[src/rtl/video_ctrl_pkg.sv]
// video_ctrl_pkg: config register map, CSC encodings, scheduler state and config record.
package video_ctrl_pkg;
    localparam logic [2:0] ADDR_CTRL   = 3'd0;
    localparam logic [2:0] ADDR_MSTART = 3'd1;
    localparam logic [2:0] ADDR_MEND   = 3'd2;
    localparam logic [2:0] ADDR_DWELL  = 3'd3;
    localparam logic [2:0] ADDR_CSC    = 3'd4;
    localparam logic [2:0] ADDR_LOOPS  = 3'd5;

    localparam logic [1:0] CSC_RGB2YUV = 2'b00;
    localparam logic [1:0] CSC_YUV2RGB = 2'b01;
    localparam logic [1:0] CSC_RGB2RGB = 2'b10;
    localparam logic [1:0] CSC_RSVD    = 2'b11;

    localparam int CTRL_AP_EN = 0;
    localparam int CTRL_AUTO  = 1;

    typedef enum logic [1:0] {IDLE, RUN, DONE} state_t;

    typedef struct packed {
        logic [1:0] ctrl;
        logic [3:0] mstart;
        logic [3:0] mend;
        logic [7:0] dwell;
        logic [1:0] csc;
        logic [7:0] loops;
    } cfg_t;

    localparam cfg_t CFG_RESET = '{ctrl: 2'b00, mstart: 4'd0, mend: 4'd0, dwell: 8'd1,
                                   csc: CSC_RGB2YUV, loops: 8'd0};

    // A dwell of zero frames is meaningless; treat it as one.
    function automatic logic [7:0] eff_dwell(input logic [7:0] d);
        return (d == 8'd0) ? 8'd1 : d;
    endfunction
endpackage

[src/rtl/frame_mode_scheduler_if.sv]
// frame_mode_scheduler_if: host config write / commit port of the frame mode scheduler.
interface frame_mode_scheduler_if;
    logic       cfg_valid;
    logic       cfg_ready;
    logic [2:0] cfg_addr;
    logic [7:0] cfg_wdata;
    logic       cfg_commit;
    logic       commit_pending;

    modport master (output cfg_valid, cfg_addr, cfg_wdata, cfg_commit,
                    input  cfg_ready, commit_pending);
    modport slave  (input  cfg_valid, cfg_addr, cfg_wdata, cfg_commit,
                    output cfg_ready, commit_pending);
endinterface

[src/rtl/vsync_edge_det.sv]
// vsync_edge_det: polarity-normalised vsync with a one-cycle rising-edge pulse.
module vsync_edge_det #(
    parameter bit VS_POL = 1'b1
) (
    input  logic clk,
    input  logic rst_n,
    input  logic i_vsync,
    output logic o_vs_rise
);
    logic w_vs;
    logic r_vs_d;

    assign w_vs = i_vsync ~^ VS_POL;

    // Delayed copy resets to active so a vsync already asserted out of reset is not an edge.
    always_ff @(posedge clk) begin
        if (!rst_n) r_vs_d <= 1'b1;
        else        r_vs_d <= w_vs;
    end

    assign o_vs_rise = w_vs & ~r_vs_d;
endmodule

[src/rtl/frame_mode_scheduler.sv]
// frame_mode_scheduler: frame-synchronous config commit and AP/CSC mode sequencer.
// Host writes land in shadow regs; a commit copies them to the active set at the next vsync rise.
module frame_mode_scheduler
    import video_ctrl_pkg::*;
#(
    parameter bit VS_POL = 1'b1,
    parameter int FCNT_W = 16
) (
    input  logic                  clk,
    input  logic                  rst_n,
    input  logic [2:0]            i_sync,
    input  logic                  i_run,
    frame_mode_scheduler_if.slave cfg,
    output logic                  o_ap_en,
    output logic [3:0]            o_ap_mode,
    output logic [1:0]            o_csc_mode,
    output logic                  o_frame_pulse,
    output logic [FCNT_W-1:0]     o_frame_cnt,
    output logic                  o_seq_done
);
    cfg_t              r_shadow, r_active;
    state_t            r_state, w_state_nx;
    logic [3:0]        r_mode, w_mode_nx;
    logic [7:0]        r_dwell_cnt, w_dwell_nx;
    logic [7:0]        r_loop_cnt, w_loop_nx;
    logic              r_seq_done, w_done_nx;
    logic              r_pending, r_frame_pulse;
    logic [FCNT_W-1:0] r_frame_cnt;
    logic              w_vs_rise, w_wr, w_apply, w_dwell_end, w_wrap, w_last;
    logic              w_unused_sync;

    assign w_unused_sync = |i_sync[1:0];

    vsync_edge_det #(.VS_POL(VS_POL)) u_vs_det (
        .clk       (clk),
        .rst_n     (rst_n),
        .i_vsync   (i_sync[2]),
        .o_vs_rise (w_vs_rise)
    );

    assign w_wr               = cfg.cfg_valid & cfg.cfg_ready;
    assign w_apply            = w_vs_rise & i_run & r_pending;
    assign cfg.cfg_ready      = !r_pending;
    assign cfg.commit_pending = r_pending;

    always_ff @(posedge clk) begin
        if (!rst_n) r_shadow <= CFG_RESET;
        else if (w_wr) begin
            case (cfg.cfg_addr)
                ADDR_CTRL:   r_shadow.ctrl   <= cfg.cfg_wdata[1:0];
                ADDR_MSTART: r_shadow.mstart <= cfg.cfg_wdata[3:0];
                ADDR_MEND:   r_shadow.mend   <= cfg.cfg_wdata[3:0];
                ADDR_DWELL:  r_shadow.dwell  <= cfg.cfg_wdata;
                ADDR_CSC:    if (cfg.cfg_wdata[1:0] != CSC_RSVD) r_shadow.csc <= cfg.cfg_wdata[1:0];
                ADDR_LOOPS:  r_shadow.loops  <= cfg.cfg_wdata;
                default:     ;
            endcase
        end
    end

    // A commit arriving on the applying edge stays pending for the following frame.
    always_ff @(posedge clk) begin
        if (!rst_n)          r_pending <= 1'b0;
        else if (w_apply)    r_pending <= cfg.cfg_commit;
        else if (cfg.cfg_commit) r_pending <= 1'b1;
    end

    always_ff @(posedge clk) begin
        if (!rst_n)       r_active <= CFG_RESET;
        else if (w_apply) r_active <= r_shadow;
    end

    always_ff @(posedge clk) begin
        if (!rst_n) begin
            r_frame_pulse <= 1'b0;
            r_frame_cnt   <= '0;
        end else begin
            r_frame_pulse <= w_vs_rise;
            r_frame_cnt   <= w_vs_rise ? r_frame_cnt + FCNT_W'(1) : r_frame_cnt;
        end
    end

    assign w_dwell_end = r_dwell_cnt >= eff_dwell(r_active.dwell) - 8'd1;
    assign w_wrap      = r_mode == r_active.mend;
    assign w_last      = (r_active.loops != 8'd0) && (r_loop_cnt + 8'd1 == r_active.loops);

    always_comb begin
        w_state_nx = r_state;
        w_mode_nx  = r_mode;
        w_dwell_nx = r_dwell_cnt;
        w_loop_nx  = r_loop_cnt;
        w_done_nx  = r_seq_done;
        if (!i_run) w_state_nx = IDLE;
        else if (w_apply) begin
            w_state_nx = RUN;
            w_mode_nx  = r_shadow.mstart;
            w_dwell_nx = 8'd0;
            w_loop_nx  = 8'd0;
            w_done_nx  = 1'b0;
        end else if (w_vs_rise) begin
            case (r_state)
                IDLE: w_state_nx = r_seq_done ? DONE : RUN;
                RUN: begin
                    w_dwell_nx = w_dwell_end ? 8'd0 : r_dwell_cnt + 8'd1;
                    if (w_dwell_end && r_active.ctrl[CTRL_AUTO]) begin
                        w_mode_nx = w_wrap ? r_active.mstart : r_mode + 4'd1;
                        w_loop_nx = w_wrap ? r_loop_cnt + 8'd1 : r_loop_cnt;
                        if (w_wrap && w_last) begin
                            w_state_nx = DONE;
                            w_mode_nx  = r_mode;
                            w_done_nx  = 1'b1;
                        end
                    end
                end
                default: ;
            endcase
        end
    end

    always_ff @(posedge clk) begin
        if (!rst_n) begin
            r_state     <= IDLE;
            r_mode      <= 4'd0;
            r_dwell_cnt <= 8'd0;
            r_loop_cnt  <= 8'd0;
            r_seq_done  <= 1'b0;
        end else begin
            r_state     <= w_state_nx;
            r_mode      <= w_mode_nx;
            r_dwell_cnt <= w_dwell_nx;
            r_loop_cnt  <= w_loop_nx;
            r_seq_done  <= w_done_nx;
        end
    end

    assign o_ap_en       = r_active.ctrl[CTRL_AP_EN];
    assign o_ap_mode     = r_mode;
    assign o_csc_mode    = r_active.csc;
    assign o_frame_pulse = r_frame_pulse;
    assign o_frame_cnt   = r_frame_cnt;
    assign o_seq_done    = r_seq_done;
endmodule

[src/flat_wrapper.sv]
// flat-port wrapper written by rule: the top's interface ports become plain ports
module frame_mode_scheduler_flat import video_ctrl_pkg::*;
#(
    parameter bit VS_POL = 1'b1,
    parameter int FCNT_W = 16
)
  (clk, rst_n, i_sync, i_run, o_ap_en, o_ap_mode, o_csc_mode, o_frame_pulse, o_frame_cnt, o_seq_done, cfg_cfg_valid, cfg_cfg_addr, cfg_cfg_wdata, cfg_cfg_commit, cfg_cfg_ready, cfg_commit_pending);
  frame_mode_scheduler_if cfg_i ();
  input  logic clk;
  input  logic rst_n;
  input  logic [2:0] i_sync;
  input  logic i_run;
  output logic o_ap_en;
  output logic [3:0] o_ap_mode;
  output logic [1:0] o_csc_mode;
  output logic o_frame_pulse;
  output logic [FCNT_W-1:0] o_frame_cnt;
  output logic o_seq_done;
  input wire logic [$bits(cfg_i.cfg_valid)-1:0] cfg_cfg_valid;
  input wire logic [$bits(cfg_i.cfg_addr)-1:0] cfg_cfg_addr;
  input wire logic [$bits(cfg_i.cfg_wdata)-1:0] cfg_cfg_wdata;
  input wire logic [$bits(cfg_i.cfg_commit)-1:0] cfg_cfg_commit;
  output wire logic [$bits(cfg_i.cfg_ready)-1:0] cfg_cfg_ready;
  output wire logic [$bits(cfg_i.commit_pending)-1:0] cfg_commit_pending;
  assign cfg_i.cfg_valid = cfg_cfg_valid;
  assign cfg_i.cfg_addr = cfg_cfg_addr;
  assign cfg_i.cfg_wdata = cfg_cfg_wdata;
  assign cfg_i.cfg_commit = cfg_cfg_commit;
  assign cfg_cfg_ready = cfg_i.cfg_ready;
  assign cfg_commit_pending = cfg_i.commit_pending;
  frame_mode_scheduler #(.VS_POL(VS_POL), .FCNT_W(FCNT_W)) u_core (.clk(clk), .rst_n(rst_n), .i_sync(i_sync), .i_run(i_run), .cfg(cfg_i), .o_ap_en(o_ap_en), .o_ap_mode(o_ap_mode), .o_csc_mode(o_csc_mode), .o_frame_pulse(o_frame_pulse), .o_frame_cnt(o_frame_cnt), .o_seq_done(o_seq_done));
endmodule
[config.mk]
export PLATFORM = sky130hd
export DESIGN_NAME = frame_mode_scheduler_flat
export DESIGN_NICKNAME = d
export VERILOG_FILES = /design/src/rtl/video_ctrl_pkg.sv /design/src/rtl/frame_mode_scheduler_if.sv /design/src/rtl/vsync_edge_det.sv /design/src/rtl/frame_mode_scheduler.sv /design/src/flat_wrapper.sv
export SDC_FILE = /design/constraint.sdc
export NUM_CORES = 1
export LEC_CHECK = 0
export ABC_AREA = 1
export ABC_CLOCK_PERIOD_IN_PS = 3430
export BUFFER_PORTS_ARGS = -buffer_cell sky130_fd_sc_hd__buf_2
export CAP_MARGIN = 10
export CORE_MARGIN = 1
export CORE_UTILIZATION = 25
export DETAILED_ROUTE_END_ITERATION = 16
export HOLD_SLACK_MARGIN = 0.08
export PLACE_DENSITY = 0.47
export SYNTH_ARGS = -nofsm -noshare
export SYNTH_HDL_FRONTEND = slang
export SYNTH_SLANG_ARGS = --single-unit
[constraint.sdc]
create_clock -name clk -period 3.43 [get_ports clk]
set_clock_uncertainty 0.05 [all_clocks]
set_input_delay 0.8575 -clock clk [delete_from_list [all_inputs] [get_ports clk]]
set_output_delay 0.8575 -clock clk [all_outputs]
set_load 0.02 [all_outputs]
After elaboration in Yosys (flattened, before gate mapping)
Index checks and enable logic that the tools add are counted.
{"block": "op_classes", "reduce_logical": 30, "add_sub_neg": 5, "eq_ne": 14, "n_mux": 29, "magnitude_cmp": 1, "bitwise": 7}
{"cell": "$mux 8", "n": 10}
{"cell": "$mux 4", "n": 6}
{"cell": "$add 16x1->16 const B", "n": 1}
{"cell": "$add 8x1->8 const B", "n": 2}
{"cell": "$reduce_and 5->1", "n": 3}
{"cell": "$reduce_bool 2->1", "n": 7}
{"cell": "$reduce_and 2->1", "n": 6}
{"cell": "$mux 1", "n": 9}
{"cell": "$eq 8x8->1", "n": 1}
{"cell": "$ge 8x8->1", "n": 1}
{"cell": "$logic_not 8->1", "n": 1}
{"cell": "$reduce_and 4->1", "n": 2}
{"cell": "$reduce_bool 8->1", "n": 1}
{"cell": "$sub 8x1->8 const B", "n": 1}
{"cell": "$eq 3x2->1 const B", "n": 2}
{"cell": "$eq 3x3->1 const B", "n": 2}
{"cell": "$mux 2", "n": 3}
{"cell": "$ne 2x1->1 const B", "n": 3}
{"cell": "$ne 3x1->1 const B", "n": 2}
{"cell": "$reduce_and 3->1", "n": 2}
{"cell": "$add 4x1->4 const B", "n": 1}
{"cell": "$and 1x1->1", "n": 4}
{"cell": "$eq 4x4->1", "n": 1}
{"cell": "$pmux 2 s2", "n": 1}
{"cell": "other kinds (10)", "n": 14}
{"block": "totals", "wordCells": 108, "output_inout_bits": 27, "ff_bits": 98, "in_bits": 19}

Longest topological paths before layout
{"block": "logic_depth", "word_depth": 9, "ltp_mapped": 20, "ltp_nobuf": 20}

Cells and area by module
Synthesis repeated with hierarchy kept, for this count alone.
{"block": "hier_totals", "cells_unflattened": 641, "area_unflattened_um2": 4540.6}
{"mod": "frame_mode_scheduler", "area_each_um2": 4506.8, "seq_area_each_um2": 1941.9, "n_inst": 1, "cells_per_inst": 637}
{"mod": "vsync_edge_det", "area_each_um2": 33.8, "seq_area_each_um2": 20.0, "n_inst": 1, "cells_per_inst": 4}

Worst setup path before layout
OpenSTA, ideal clock, no wires.
{"block": "synth_timing", "path_kind": "reg-to-reg", "from": "register u_core.r_active[13] (netlist name)", "to": "register u_core.r_loop_cnt[0]", "t_required_ns": 3.264, "arrival_time_ns": 2.499, "period_less_slack_ns": 2.665, "setup_ns": 0.116, "path_buffers": 1, "slack_ns": 0.765, "path_stages_with_launch": 20, "cell_sequence": "dfxtp_1 -> nor2_1 -> inv_1 -> nor3_1 -> a21oi_1 -> ha_1 -> nand2_1 -> xor2_1 -> inv_1 -> ha_1 -> nand2_1 -> nor2_1 -> nand4_1 -> nand3_1 -> nand2_1 -> a21oi_4 -> nand2_2 -> buf_2 -> a21oi_1 -> nor2_1"}
{"block": "synth_between", "elab_chain_len": 7}
{"item": "from (decl)", "line_no": "frame_mode_scheduler.sv:21", "source": "cfg_t r_shadow, r_active;"}
{"item": "from (signal assigned)", "line_no": "frame_mode_scheduler.sv:70", "source": "else if (w_apply) r_active <= r_shadow;"}
{"item": "$logic_not 8->1", "line_no": "video_ctrl_pkg.sv:34", "source": "return (d == 8'd0) ? 8'd1 : d;"}
{"item": "$mux 8 (*)", "line_no": "video_ctrl_pkg.sv:34"}
{"item": "$sub 8x1->8 (*)", "line_no": "frame_mode_scheduler.sv:83", "source": "assign w_dwell_end = r_dwell_cnt >= eff_dwell(r_active.dwell) - 8'd1;"}
{"item": "$ge 8x8->1 (*)", "line_no": "frame_mode_scheduler.sv:83"}
{"item": "$logic_and 1x1->1 (*)", "line_no": "frame_mode_scheduler.sv:105", "source": "if (w_dwell_end && r_active.ctrl[CTRL_AUTO]) begin"}
{"item": "$reduce_bool 2->1 (no source line) (*)"}
{"item": "$reduce_and 5->1 (no source line) (*)"}
{"item": "to (signal assigned)", "line_no": "frame_mode_scheduler.sv:131", "source": "r_loop_cnt <= w_loop_nx;"}
{"item": "to (decl)", "line_no": "frame_mode_scheduler.sv:25", "source": "logic [7:0] r_loop_cnt, w_loop_nx;"}
Mark *: on every way between the ends. The rest lies on a longest branch, timed or not.
A chain may end at the register's enable or synchronous reset.

Worst setup path in the final report
{"block": "layout_timing", "from": "register u_core.r_active[13] (netlist name)", "to": "register u_core.r_loop_cnt[2]"}
Same word-level chain as after synthesis.

==> flow_metrics.env <==
export IMPL_finish_net_count=716
export IMPL_cap_violations=0
export IMPL_crit_path_start_kind="flip-flop"
export IMPL_ys_top_cells_by_count="nor2_1, dfxtp_1, nand2_1"
export IMPL_seq_area_frac_synth_pct=42.4
export IMPL_portBuffers=43
export IMPL_drt_iter0_drc=186
export IMPL_fin_cells=918
export IMPL_cts_root_buf="clkbuf_16"
export IMPL_drv_slew=0
export IMPL_cts_tree="yes"
export IMPL_post_cts_buffers=0
export IMPL_criticalPathCategory="reg -> reg"
export IMPL_status="complete, no violations"
export IMPL_cts_clk_slew_worst_paths_ns=0.07
export IMPL_post_synth_top_count_cell="nor2_1"
export IMPL_timing_rr_end="u_core.r_loop_cnt[2]$_SDFFE_PN0P_"
export IMPL_ys_warn_count=0
export IMPL_yosysTopAreaCell="dfxtp_1"
export IMPL_wirelength_um=11000
export IMPL_rsz0062_at_grt="false"
export IMPL_synth_edff_count=0
export IMPL_cp_required_ns=3.61
export IMPL_p_clk_share_pct=43.3
export IMPL_synth_fp_nets=678
export IMPL_seqPwrFrac_pct=51.2
export IMPL_cellLeakagePower_nw=2.30
export IMPL_async_flop_share_pct=0
export IMPL_ios=46
export IMPL_min_delay_start="u_core.r_shadow[10]$_SDFFE_PN1P_"
export IMPL_synthFlopType="dfxtp_1"
export IMPL_worst_skew_pair_late_latency_ns=0.34
export IMPL_worst_pin_slew_ns=0.839
export IMPL_antenna_cells=0
export IMPL_grt_pass1_wl_um=18400
export IMPL_avgRoutedWirePerCell_um=12.0
export IMPL_via_per_inst=4.40
export IMPL_vias=4039
export IMPL_antenna_found_initial=0
export IMPL_endpoint_kind="flip-flop"
export IMPL_rows=49
export IMPL_netlist_area_mm2=0.00463
export IMPL_fp_dieH_um=138
export IMPL_hold_violations=0
export IMPL_fin_setup_tns_ns=0
export IMPL_r2r_start="u_core.r_active[13]$_SDFFE_PN0P_"
export IMPL_drcViolationCount=0
export IMPL_layout_drive_gt1_share_pct=13.6
export IMPL_start_util_pct=25.7
export IMPL_grt_pass1_vias=3719
export IMPL_intPower_w=0.00173
export IMPL_gp_congestion=0.736
export IMPL_dp_cells=902
export IMPL_register_area_mm2=0.00196
export IMPL_grt_max_degree=78
export IMPL_ys_seq_elements=98
export IMPL_switching_share_pct=24.0
export IMPL_irDropWorstVdd_mv=0.289
export IMPL_overflow=0
export IMPL_hold_end="u_core.r_shadow[10]$_SDFFE_PN1P_"
export IMPL_path_max_fanout=13
export IMPL_worstHoldPathType="reg -> reg"
export IMPL_areaGrowthSynthToFinish_pct=15.9
export IMPL_synth_distinct_cells=38
export IMPL_core_area_mm2=0.0180
export IMPL_multi_input_area_mm2=0.00229
export IMPL_ff2ff_setup_slack_ns=0.40
export IMPL_p_per_area_mw_per_mm2=424
export IMPL_die_area_mm2=0.0191
export IMPL_fin_crit_sh_pct=88.2
export IMPL_worstPathArrival_ns=3.21
export IMPL_synthCells=646
export IMPL_r2r_cells=20
export IMPL_pwr_share_comb_pct=5.5
export IMPL_cts_path_max_buffers=2
export IMPL_firstDrtPassIters=4
export IMPL_slew_headroom_pct=44.0
export IMPL_h_tree_depth=3
export IMPL_whs_path_depth=2
export IMPL_numCtsBuffers=9
export IMPL_power_switching_w=0.000547
export IMPL_max_freq_ghz=0.330
export IMPL_synth_area_leaders="dfxtp_1, nor2_1, nand2_1"
export IMPL_cts_num_sinks=98
export IMPL_yosysTopAreaCellShare_pct=42.4
export IMPL_track_usage_pct=11.9
export IMPL_syn_avg_cell_area_um2=7.16
export IMPL_layout_min_cycle_time_ns=3.03
export IMPL_finalSetupViolCount=0
export IMPL_fillCellCount=1991
export IMPL_place_hpwl_um=7790
export IMPL_ant_nets=0
export IMPL_fp_dieW_um=138
[critical path: stages, from the launching register on]
cell,delay [ns]
dfxtp_1,0.33
nor2_1,0.10
inv_1,0.06
nor3_1,0.20
a21oi_1,0.17
ha_1,0.26
nand2_1,0.09
xor2_1,0.15
inv_1,0.06
ha_1,0.27
nand2_1,0.07
nor2_1,0.14
nand4_1,0.09
nand3_1,0.12
nand2_1,0.11
a21oi_4,0.20
nand2_4,0.15
clkinv_1,0.12
o21ai_0,0.08
nand2_1,0.06
a21oi_1,0.05
[worst max-delay path by stage]
stage                                                 from                           endpoint  slack, ns  cells past startpoint
after CTS                 u_core.r_active[13]$_SDFFE_PN0P_  u_core.r_loop_cnt[2]$_SDFFE_PN0P_       0.27                     20
after global routing      u_core.r_active[13]$_SDFFE_PN0P_  u_core.r_loop_cnt[2]$_SDFFE_PN0P_       0.07                     20
final                     u_core.r_active[13]$_SDFFE_PN0P_  u_core.r_loop_cnt[2]$_SDFFE_PN0P_       0.40                     20
after global placement    u_core.r_active[13]$_SDFFE_PN0P_  u_core.r_loop_cnt[2]$_SDFFE_PN0P_       0.35                     20
after floorplan           u_core.r_active[13]$_SDFFE_PN0P_  u_core.r_loop_cnt[0]$_SDFFE_PN0P_       0.76                     19
after detailed placement  u_core.r_active[13]$_SDFFE_PN0P_  u_core.r_loop_cnt[2]$_SDFFE_PN0P_       0.29                     20
[per-layer routing]
layer	global-route usage, %	share of wire, %	vias to the layer above
met5	0	0	-
met4	2.60	0.50	0
met3	3.53	2.7	2
met2	18.6	44	58
met1	16.1	53	1793
li1	-	-	2186
[through the flow]
| stage | util, % | cell area [µm²] | hold WS, ns | power, W | worst slack (ns) |
|---|---|---|---|---|---|
| after CTS | 29.7 | 5360 | 0.417 | 0.00232 | 0.270 |
| after floorplan | - | 4630 | 0.379 | 0.00127 | 0.765 |
| after global routing | 29.8 | 5360 | 0.444 | 0.00238 | 0.0739 |
| after detailed placement | 28.1 | 5070 | 0.399 | 0.00132 | 0.293 |
| after global placement | 28.1 | 5070 | 0.398 | 0.00132 | 0.349 |
| final | 29.8 | 5360 | 0.413 | 0.00228 | 0.404 |
[flip-flops by register name, summed over array words and instances, names as in the netlist, 2 cells and up]
| name | count |
|---|---|
| u_core.r_dwell_cnt | 8 |
| u_core.r_loop_cnt | 8 |
| u_core.r_shadow | 28 |
| u_core.o_csc_mode | 2 |
| u_core.o_ap_mode | 4 |
| u_core.o_frame_cnt | 16 |
| u_core.r_state | 2 |
| u_core.r_active | 25 |
[logic make-up after synthesis]
| logic type | count (synthesis) | share of synthesized area (%) |
|---|---|---|
| and+or+nand+nor | 277 | 26.3 |
| AOI/OAI and AO/OA | 147 | 17.0 |
| muxes | 1 | 0.216 |
| buffers and inverters | 98 | 8.25 |
| xor gates and xnor gates | 12 | 2.27 |
| DFF | 98 | 42.4 |
| adders and majority gates | 13 | 3.52 |
[power by group through the flow]
stage | clock network (W) | logic (W) | registers [W]
floorplan | 0 | 0.0000789 | 0.00119
global placement | 0 | 0.000126 | 0.00119
detailed placement | 0 | 0.000126 | 0.00119
CTS | 0.00103 | 0.000126 | 0.00117
global route | 0.00107 | 0.000142 | 0.00117
finish | 0.000985 | 0.000124 | 0.00117
[cell usage in the layout, fill, tap and decap left out, types with 7 or more instances in the layout]
master / count
buf_2: 43
nor3_1: 8
clkbuf_16: 9
xor2_1: 9
a21oi_1: 58
ha_1: 13
inv_1: 71
o21ai_0: 68
nor2_1: 108
nand3_1: 33
nor2_2: 10
dfxtp_1: 98
nand2_1: 94
nand4_1: 7
[layout make-up]
class	instances	share of cell area (%)
clock buffer	11	4.71
clock inverter	5	0.677
inverter	78	5.46
multi-input combinational	450	42.7
sequential	98	36.6
tap	229	5.34
timing repair buffer	47	4.57
[repair_timing]
action                                  CTS  global route
endpoints found under the setup margin    0             4
resized for setup                         0             1
hold buffers                              0             0
Power figures use the tool's default switching activity.
